`config.mk`:
```
export PLATFORM = sky130hd
export DESIGN_NAME = timer_cnt_ctrl_flat
export DESIGN_NICKNAME = d
export VERILOG_FILES = /design/src/rtl/timer_pkg.sv /design/src/rtl/timer_cnt_ctrl_if.sv /design/src/rtl/timer_prescaler.sv /design/src/rtl/timer_cnt_ctrl.sv /design/src/flat_wrapper.sv
export SDC_FILE = /design/constraint.sdc
export NUM_CORES = 1
export LEC_CHECK = 0
export ABC_AREA = 0
export BUFFER_PORTS_ARGS = -buffer_cell sky130_fd_sc_hd__clkbuf_2
export CAP_MARGIN = 20
export CORE_MARGIN = 2
export CORE_UTILIZATION = 45
export DETAILED_ROUTE_END_ITERATION = 10
export GPL_TIMING_DRIVEN = 1
export PLACE_DENSITY = 0.78
export SKIP_LAST_GASP = 1
export SYNTH_ARGS = -nofsm -noshare
export SYNTH_HDL_FRONTEND = slang
export SYNTH_SLANG_ARGS = --single-unit
```
`constraint.sdc`:
```
create_clock -name pclk -period 2 [get_ports pclk]
set_clock_uncertainty 0.05 [all_clocks]
set_input_delay 0.1 -clock pclk [delete_from_list [all_inputs] [get_ports pclk]]
set_output_delay 0.1 -clock pclk [all_outputs]
set_load 0.01 [all_outputs]
```
`src/rtl/timer_pkg.sv`:
```
// Shared definitions for the 8-bit APB timer: register bit positions,
// clk_sel divide table and the count controller state encoding.
`timescale 1ns/1ps
package timer_pkg;

  localparam int CNT_W_DEF = 8;
  localparam int PSC_W_DEF = 4;

  localparam int TCR_CLK_SEL_LSB = 0;
  localparam int TCR_CLK_SEL_MSB = 1;
  localparam int TCR_EN_BIT      = 4;
  localparam int TCR_DW_BIT      = 5;
  localparam int TCR_LOAD_BIT    = 7;
  localparam int TSR_OVF_BIT     = 0;
  localparam int TSR_UDF_BIT     = 1;

  typedef enum logic [1:0] {
    CLK_DIV2  = 2'b00,
    CLK_DIV4  = 2'b01,
    CLK_DIV8  = 2'b10,
    CLK_DIV16 = 2'b11
  } clk_sel_e;

  typedef enum logic [1:0] {
    IDLE = 2'd0,
    LOAD = 2'd1,
    RUN  = 2'd2
  } state_e;

  // Divide ratio N = 2 << clk_sel, i.e. 2/4/8/16
  function automatic logic [4:0] divRatio(input logic [1:0] sel);
    return 5'd2 << sel;
  endfunction

endpackage

```
`src/rtl/timer_cnt_ctrl_if.sv`:
```
// Control/status bundle between the timer register file and the count
// controller: decoded TCR fields and TDR in, TCNT/TSR/tick out.
`timescale 1ns/1ps
interface timer_cnt_ctrl_if #(
  parameter int CNT_W = 8
);
  logic             en;
  logic             dw;
  logic             load;
  logic [1:0]       clk_sel;
  logic [CNT_W-1:0] tdr;
  logic             clr_ovf;
  logic             clr_udf;
  logic [CNT_W-1:0] cnt;
  logic             ovf;
  logic             udf;
  logic             tick;

  modport master (
    output en, dw, load, clk_sel, tdr, clr_ovf, clr_udf,
    input  cnt, ovf, udf, tick
  );

  modport slave (
    input  en, dw, load, clk_sel, tdr, clr_ovf, clr_udf,
    output cnt, ovf, udf, tick
  );
endinterface

```
`src/rtl/timer_prescaler.sv`:
```
// Prescaler for the timer count controller: divides pclk by 2/4/8/16 and
// restarts its period whenever clk_sel changes or counting stops.
`timescale 1ns/1ps
module timer_prescaler
  import timer_pkg::*;
#(
  parameter int PSC_W = PSC_W_DEF
) (
  input  logic       clk,
  input  logic       rst,
  input  logic       i_run,
  input  logic [1:0] i_clkSel,
  output logic       o_tick
);

  logic [PSC_W-1:0] r_divCnt;
  logic [1:0]       r_clkSelQ;
  logic [PSC_W-1:0] w_divLast;
  logic             w_selChanged;

  assign w_divLast    = PSC_W'(divRatio(i_clkSel) - 5'd1);
  assign w_selChanged = (i_clkSel != r_clkSelQ);
  assign o_tick       = i_run && !w_selChanged && (r_divCnt == w_divLast);

  // A clk_sel change discards the partial period rather than finishing it
  always_ff @(posedge clk or posedge rst) begin
    if (rst) begin
      r_divCnt  <= '0;
      r_clkSelQ <= 2'b00;
    end else begin
      r_clkSelQ <= i_clkSel;
      if (!i_run || w_selChanged || o_tick) begin
        r_divCnt <= '0;
      end else begin
        r_divCnt <= r_divCnt + 1'b1;
      end
    end
  end

endmodule

```
`src/rtl/timer_cnt_ctrl.sv`:
```
// Timer count controller: load/up/down sequencing of TCNT plus the sticky
// overflow and underflow flags.
`timescale 1ns/1ps
module timer_cnt_ctrl
  import timer_pkg::*;
#(
  parameter int CNT_W = CNT_W_DEF,
  parameter int PSC_W = PSC_W_DEF
) (
  input logic              pclk,
  input logic              prst,
  timer_cnt_ctrl_if.slave  bus
);

  state_e           r_state;
  state_e           w_stateNext;
  logic             w_run;
  logic             w_pscTick;
  logic             w_tick;
  logic [CNT_W-1:0] r_cnt;
  logic             r_ovf;
  logic             r_udf;
  logic             w_wrapUp;
  logic             w_wrapDown;

  always_ff @(posedge pclk or posedge prst) begin
    if (prst) begin
      r_state <= IDLE;
    end else begin
      r_state <= w_stateNext;
    end
  end

  // Load has priority over counting; decisions follow the current inputs
  always_comb begin
    w_stateNext = IDLE;
    w_run       = 1'b0;
    if (bus.load) begin
      w_stateNext = LOAD;
    end else if (bus.en) begin
      w_stateNext = RUN;
      w_run       = 1'b1;
    end
  end

  timer_prescaler #(
    .PSC_W (PSC_W)
  ) u_prescaler (
    .clk      (pclk),
    .rst      (prst),
    .i_run    (w_run),
    .i_clkSel (bus.clk_sel),
    .o_tick   (w_pscTick)
  );

  assign w_tick     = w_pscTick && (r_state == RUN);
  assign w_wrapUp   = w_tick && !bus.dw && (r_cnt == {CNT_W{1'b1}});
  assign w_wrapDown = w_tick &&  bus.dw && (r_cnt == '0);

  always_ff @(posedge pclk or posedge prst) begin
    if (prst) begin
      r_cnt <= '0;
    end else if (bus.load) begin
      r_cnt <= bus.tdr;
    end else if (w_tick) begin
      r_cnt <= bus.dw ? r_cnt - 1'b1 : r_cnt + 1'b1;
    end
  end

  // A wrap on the same cycle as a clear pulse leaves the flag set
  always_ff @(posedge pclk or posedge prst) begin
    if (prst) begin
      r_ovf <= 1'b0;
      r_udf <= 1'b0;
    end else begin
      if (w_wrapUp) begin
        r_ovf <= 1'b1;
      end else if (bus.clr_ovf) begin
        r_ovf <= 1'b0;
      end
      if (w_wrapDown) begin
        r_udf <= 1'b1;
      end else if (bus.clr_udf) begin
        r_udf <= 1'b0;
      end
    end
  end

  assign bus.cnt  = r_cnt;
  assign bus.ovf  = r_ovf;
  assign bus.udf  = r_udf;
  assign bus.tick = w_tick;

endmodule

```
`src/flat_wrapper.sv`:
```
// flat-port wrapper written by rule: the top's interface ports become plain ports
module timer_cnt_ctrl_flat import timer_pkg::*;
#(
  parameter int CNT_W = CNT_W_DEF,
  parameter int PSC_W = PSC_W_DEF
)
  (pclk, prst, bus_en, bus_dw, bus_load, bus_clk_sel, bus_tdr, bus_clr_ovf, bus_clr_udf, bus_cnt, bus_ovf, bus_udf, bus_tick);
  timer_cnt_ctrl_if #(.CNT_W(CNT_W)) bus_i ();
  input logic pclk;
  input logic prst;
  input wire logic [$bits(bus_i.en)-1:0] bus_en;
  input wire logic [$bits(bus_i.dw)-1:0] bus_dw;
  input wire logic [$bits(bus_i.load)-1:0] bus_load;
  input wire logic [$bits(bus_i.clk_sel)-1:0] bus_clk_sel;
  input wire logic [$bits(bus_i.tdr)-1:0] bus_tdr;
  input wire logic [$bits(bus_i.clr_ovf)-1:0] bus_clr_ovf;
  input wire logic [$bits(bus_i.clr_udf)-1:0] bus_clr_udf;
  output wire logic [$bits(bus_i.cnt)-1:0] bus_cnt;
  output wire logic [$bits(bus_i.ovf)-1:0] bus_ovf;
  output wire logic [$bits(bus_i.udf)-1:0] bus_udf;
  output wire logic [$bits(bus_i.tick)-1:0] bus_tick;
  assign bus_i.en = bus_en;
  assign bus_i.dw = bus_dw;
  assign bus_i.load = bus_load;
  assign bus_i.clk_sel = bus_clk_sel;
  assign bus_i.tdr = bus_tdr;
  assign bus_i.clr_ovf = bus_clr_ovf;
  assign bus_i.clr_udf = bus_clr_udf;
  assign bus_cnt = bus_i.cnt;
  assign bus_ovf = bus_i.ovf;
  assign bus_udf = bus_i.udf;
  assign bus_tick = bus_i.tick;
  timer_cnt_ctrl #(.CNT_W(CNT_W), .PSC_W(PSC_W)) u_core (.pclk(pclk), .prst(prst), .bus(bus_i));
endmodule
```
==> results.tsv, run 1 <==
stage	metric	value	unit
sta	fin_crit_sh	0.966	
power	peakVddDrop	0.000500	V
placed_design	gp_congestion	0.892	
placed_design	dp_hpwl	2.19	mm
yosys	synth.avg_cell_area	10.0	um2
clocking	cts_tree	built	
sta	rsz0062_at_grt	yes	
worst_setup_path	cp.required	2.14	ns
final_layout	drive_gt1_frac	0.327	
yosys	synth_nets	145	
global_route	grt_start_max_net_pins	19	
floorplan	coreArea	2500	um2
yosys	synth-main-ff-cell	dfrtp_1	
final_layout	finalInstanceArea	1580	um2
global_route	grt_overflow	0	
floorplan	die_x	55.6	um
power	p_leak	0.746	nW
sta	fin_worst_hold_slack	0.0219	ns
clocking	cts_buffers	3	
sta	maxSlewHeadroom	0.545	
global_route	grt_pass1_vias	1174	
yosys	postSynth.asyncResetShare	1.00	
global_route	grt_pass1_wl	5.13	mm
worst_setup_path	crit_arrival	2.07	ns
yosys	synth_top_area_cell	dfrtp_1	
final_layout	final_cell_mix	clkbuf_2, dfrtp_1, nor2_1, dlygate4sd3_1, buf_4	
final_layout	syn_to_final_growth	31.6	%
global_route	use_met3	0.0442	
job	drv_cap	0	
floorplan	start_util	0.480	
detailed_routing	final_antenna_net_count	0	
global_route	grt_use_met1	0.238	
final_layout	design.final.nets	194	
sta	worst_slack	0.0688	ns
yosys	synthTopCellsByArea	dfrtp_1, ha_1, a221o_1	
floorplan	die_area	3100	um2
yosys	synth.cell_area	1200	um2
status	status	completed	
power	p_per_area	573	nW/um2
detailed_routing	vias_per_cell	5.58	
sta	fmax	518	MHz
power	power	0.905	mW
yosys	synth_edf_count	0	
global_route	grt.met2_usage	0.372	
global_route	busiest_layer	met2	
final_layout	antenna_cells	0	
worst_setup_path	end_kind	flop	
clocking	cts_root_buf	clkbuf_4	
floorplan	io_pins	28	
clocking	clockBufferDepth	2	
detailed_routing	route.vias.total	1105	
final_layout	num-fill-cells	211	
floorplan	num_rows	18	
final_layout	fin_util	0.632	
placed_design	placed_cell_area	1410	um2
worst_setup_path	crit_type	flop to flop	
worst_setup_path	cp-start-kind	flop	
detailed_routing	routedWlPerCell	15.0	um
yosys	ys_seq_area_frac	0.375	
detailed_routing	drt_iter0_markers	39	
yosys	synth_cell_types	44	
global_route	grt_antenna_before_repair	0	
clocking	worstSkewPairLatency	0.29	ns
detailed_routing	wl	2.96	mm
placed_design	portBuffers	27	
sta	setup_violations	0	
sta	hold_violations	0	
global_route	grtUsageTotal	0.207	
placed_design	dp_worst_setup_slack	0.0404	ns
detailed_routing	dr.pass1.iters	5	
worst_setup_path	cp_max_fo	4	
sta	fin_crit	1.93	ns
detailed_routing	drc	0	
yosys	synth_cells	120	
yosys	ys_ff_latch	18	
final_layout	layout_commonest_cell	clkbuf_2	
clocking	cts_sinks	18	
hold_path	holdCritPathClass	primary input to flop	
sta	tightest_slew	0.682	ns
yosys	synth_warnings	0	
sta	slew_violations	0	
clocking	path_clk_slew	0.11	ns
clocking	htreeDepth	1	
yosys	synth_top_cell_area_share	0.375	
floorplan	die_y	55.6	um
-- report_power, final --
part,leakage [nW],switching [mW],internal [mW]
Clock,0.0210,0.116,0.111
Sequential,0.227,0.0149,0.383
Combinational,0.498,0.147,0.133
Total,0.746,0.278,0.627
-- flip-flops by register name, summed over array words and instances (netlist names) --
name / count
u_core.bus.udf: 1
u_core.u_prescaler.r_clkSelQ: 2
u_core.bus.cnt: 8
u_core.r_state: 2
u_core.bus.ovf: 1
u_core.u_prescaler.r_divCnt: 4
-- metal layers --
metal	routed length, um	vias up	share of wire
met1	1220	529	0.41
met2	1610	31	0.54
li1	-	541	-
met4	31	0	0.010
met5	0	-	0
met3	99	4	0.033
-- worst paths after layout --
kind	depth (start not counted)	end	slack, ns	start
hold / removal	3	u_core.bus.cnt[7]	0.02	bus_tdr[7]
hold reg to reg	1	u_core.u_prescaler.r_divCnt[0]	0.47	u_core.u_prescaler.r_divCnt[0]
setup reg to reg	7	u_core.bus.cnt[6]	0.07	u_core.bus.cnt[1]
min in group asynchronous	3	u_core.bus.cnt[2]	0.38	prst
setup / recovery	7	u_core.bus.cnt[6]	0.07	u_core.bus.cnt[1]
max in group asynchronous	3	u_core.bus.cnt[0]	1.05	prst
-- through the flow --
stage          std cells  setup TNS [ns]
6_report             198               0
4_1_cts              196               0
3_5_place_dp         182               0
3_3_place_gp         182               0
5_1_grt              198          -0.154
2_1_floorplan        120               0
-- area by class of cell --
class / instances / area, um2 / share of cell area
flip-flops and latches: 18 / 452 / 0.286
multi-input cells: 90 / 702 / 0.445
clock buffers: 4 / 36.3 / 0.0230
repair buffers: 47 / 313 / 0.198
inverters: 9 / 38.8 / 0.0246
well taps: 30 / 37.5 / 0.0238
-- cell families after synthesis --
group	synth area share
multiplexers	0.0261
adder cells (fa/ha/maj)	0.0897
flip-flops	0.375
AND/OR/NAND/NOR	0.217
AO/OA/AOI/OAI	0.196
XOR/XNOR	0.0438
buffers and inverters	0.0521
-- synthesized netlist by cell type, types with 2 or more instances --
cell / n
a211oi_1: 4
nor2b_1: 4
nor2_1: 11
nand3_1: 2
ha_1: 7
and2_1: 3
a221o_1: 5
nand2_1: 6
a21o_1: 3
o21a_1: 2
dfrtp_1: 18
nor3_2: 4
xnor2_1: 4
nor3_1: 3
nand4_1: 6
mux2i_1: 2
inv_1: 8
xor2_1: 2
-- worst max-delay path, cell delays in order, from the launching register on --
cell and delay (ns):
dfrtp_1 0.41, inv_1 0.10, fa_2 0.39, nor2b_2 0.14, o21a_1 0.17, o21a_1 0.16
o211ai_1 0.11, a221o_1 0.30
-- what timing repair did --
action / CTS / global route
endpoints found under the setup margin: 1 / 4
gates resized for setup: 1 / 3
endpoints found under the hold margin: 27 / 1
hold buffers: 10 / 1
setup buffers: 0 / 1
gates cloned: 0 / 0
No activity file was read; power rests on OpenSTA's default activity.
==> run 2, diff against run 1 <==
- CORE_ASPECT_RATIO: not set -> 1.1
- GPL_ROUTABILITY_DRIVEN: not set -> 1
==> run 2 against run 1 <==
Effect of this change: critical path depth stayed put; routed wire length is 2.3% lower; sequential share of layout area is 0.21 points higher; largest power group unchanged; flip-flop and latch count stayed put; total power is 0.60% lower; cell area is 0.71% lower; critical endpoint unchanged; fmax is 0.78% higher; utilization is 0.95 points lower; die area hardly changed; sequential power hardly changed; via count is 1.4% higher; count of clock-buffer cells in the layout stayed put.
==> results.tsv, run 2 (same netlist as run 1, synthesis figures left out) <==
stage	metric	value	unit	change
clocking	path_clk_slew	0.11	ns	about the same
final_layout	antenna_cells	0		unchanged
sta	fin_crit	1.92	ns	was 1.93 ns
worst_setup_path	r2r_setup_slack	0.08	ns	was 0.07 ns
sta	worst_slack	0.0839	ns	was 0.0688 ns
floorplan	die_y	58.2	um	was 55.6 um
power	sw_frac_of_total	0.307		about the same
power	p_per_area	574	nW/um2	was 573 nW/um2
clocking	worstSkewPairLatency	0.30	ns	was 0.29 ns
detailed_routing	final_antenna_net_count	0		unchanged
final_layout	layout_commonest_cell	clkbuf_2		unchanged
worst_setup_path	crit_type	flop to flop		unchanged
sta	slew_violations	0		unchanged
global_route	grt_pass1_wl	4.72	mm	was 5.13 mm
power	peakVddDrop	0.000486	V	was 0.000500 V
worst_setup_path	end_kind	flop		unchanged
sta	fmax	522	MHz	was 518 MHz
clocking	clockBufferDepth	2		unchanged
floorplan	coreArea	2520	um2	was 2500 um2
detailed_routing	drt_iter0_markers	22		was 39
placed_design	placed_cell_area	1410	um2	about the same
sta	hold_violations	0		unchanged
placed_design	dp_hpwl	2.14	mm	was 2.19 mm
floorplan	start_util	0.476		was 0.480
global_route	grt_antenna_before_repair	0		unchanged
power	internal-power	0.624	mW	was 0.627 mW
clocking	postCtsSetupRepairBufs	0		unchanged
power	switching_power	0.276	mW	was 0.278 mW
sta	tns	0	ns	unchanged
detailed_routing	vias_per_cell	5.66		was 5.58
final_layout	final_cell_mix	clkbuf_2, dfrtp_1, nor2_1, dlygate4sd3_1		was clkbuf_2, dfrtp_1, nor2_1, dlygate4sd3_1, buf_4
power	p_leak	0.740	nW	was 0.746 nW
power	clkPwrFrac	0.258		was 0.251
detailed_routing	dr.pass1.iters	4		was 5
floorplan	die_x	53.2	um	was 55.6 um
final_layout	largest_register_ffs	8		unchanged
global_route	grt_start_max_net_pins	19		unchanged
worst_setup_path	cp.required	2.14	ns	about the same
floorplan	num_rows	19		was 18
placed_design	gp_congestion	0.872		was 0.892
floorplan	io_pins	28		unchanged
sta	fin_crit_sh	0.958		was 0.966
final_layout	drive_gt1_frac	0.317		was 0.327
detailed_routing	drc	0		unchanged
sta	tightest_slew	0.719	ns	was 0.682 ns
sta	setup_violations	0		unchanged
global_route	grt_pass1_vias	1101		was 1,174
job	drv_cap	0		unchanged
clocking	cts_root_buf	clkbuf_4		unchanged
worst_setup_path	crit_arrival	2.06	ns	was 2.07 ns
status	status	completed		unchanged
detailed_routing	routedWlPerCell	14.6	um	was 15.0 um
power	p_comb_frac	0.300		was 0.309
clocking	cts_buffers	3		unchanged
worst_setup_path	cp_max_fo	4		unchanged
clocking	htreeDepth	1		unchanged
global_route	grtUsageTotal	0.205		was 0.207
sta	rsz0062_at_grt	yes		unchanged
final_layout	syn_to_final_growth	30.7	%	was 31.6%
detailed_routing	wl	2.90	mm	was 2.96 mm
sta	fin_worst_hold_slack	0.00437	ns	was 0.0219 ns
final_layout	design.final.nets	193		was 194
power	pwr-share-seq	0.442		was 0.440
global_route	grt_overflow	0		unchanged
hold_path	holdCritPathClass	primary input to flop		unchanged
placed_design	portBuffers	27		unchanged
detailed_routing	route.vias.total	1121		was 1,105
worst_setup_path	cp-start-kind	flop		unchanged
placed_design	dp_worst_setup_slack	0.0347	ns	was 0.0404 ns
sta	maxSlewHeadroom	0.520		was 0.545
clocking	cts_sinks	18		unchanged
clocking	cts_tree	built		unchanged
final_layout	finalInstanceArea	1570	um2	was 1580 um2
floorplan	die_area	3100	um2	about the same
[run 2: cell types whose count changed in the layout (fill, tap and decap cells not counted), sizes merged]
cell / previous run / this run
buf: 9 / 8
[run 2: area by class of cell]
class                      count  area [um2]
fill                         224         952
multi-input combinational     90         697
sequential                    18         452
timing repair buffer          46         305
inverter                       9        38.8
tap                           31        38.8
clock buffer                   4        36.3
[run 2: power by group through the flow]
stage               Sequential (mW)  Combinational, mW  Clock [mW]
finish                        0.398              0.270       0.232
global route                  0.401              0.300       0.243
CTS                           0.398              0.266       0.234
detailed placement            0.405              0.245           0
global placement              0.404              0.240           0
floorplan                     0.417              0.143           0
[run 2: per-layer routing]
metal	track usage	wire (um)	vias to the layer above
met4	0.0696	54	0
met3	0.0284	124	6
met1	0.242	1230	544
li1	-	-	537
met5	0	0	-
met2	0.370	1490	34
[run 2: repair_timing]
item,in CTS,in global routing
endpoints found under the setup margin,1,2
endpoints found under the hold margin,28,0
hold buffers,11,0
resized for setup,1,2
[run 2: per-stage QoR]
stage,power (mW),instances,utilization
floorplan,0.561,120,-
global placement,0.644,183,0.560
detailed placement,0.650,183,0.560
CTS,0.897,198,0.619
global route,0.944,198,0.622
finish,0.900,198,0.622
[run 2: worst max-delay path, stage by stage, from the launching register on]
cell,delay (ns)
dfrtp_1,0.41
inv_1,0.10
fa_2,0.38
nor2b_2,0.15
o21a_1,0.16
o21a_1,0.16
o211ai_1,0.10
a221o_1,0.30
[run 2: path summary, 6_finish.rpt]
| kind | start | endpoint | cells after the start |
|---|---|---|---|
| hold reg to reg | u_core.u_prescaler.r_divCnt[0] | u_core.u_prescaler.r_divCnt[0] | 1 |
| setup reg to reg | u_core.bus.cnt[1] | u_core.bus.cnt[6] | 7 |
| max in group asynchronous | prst | u_core.bus.cnt[0] | 3 |
| hold / removal | bus_tdr[7] | u_core.bus.cnt[7] | 3 |
| setup / recovery | u_core.bus.cnt[1] | u_core.bus.cnt[6] | 7 |
| min in group asynchronous | prst | u_core.r_state[1] | 3 |
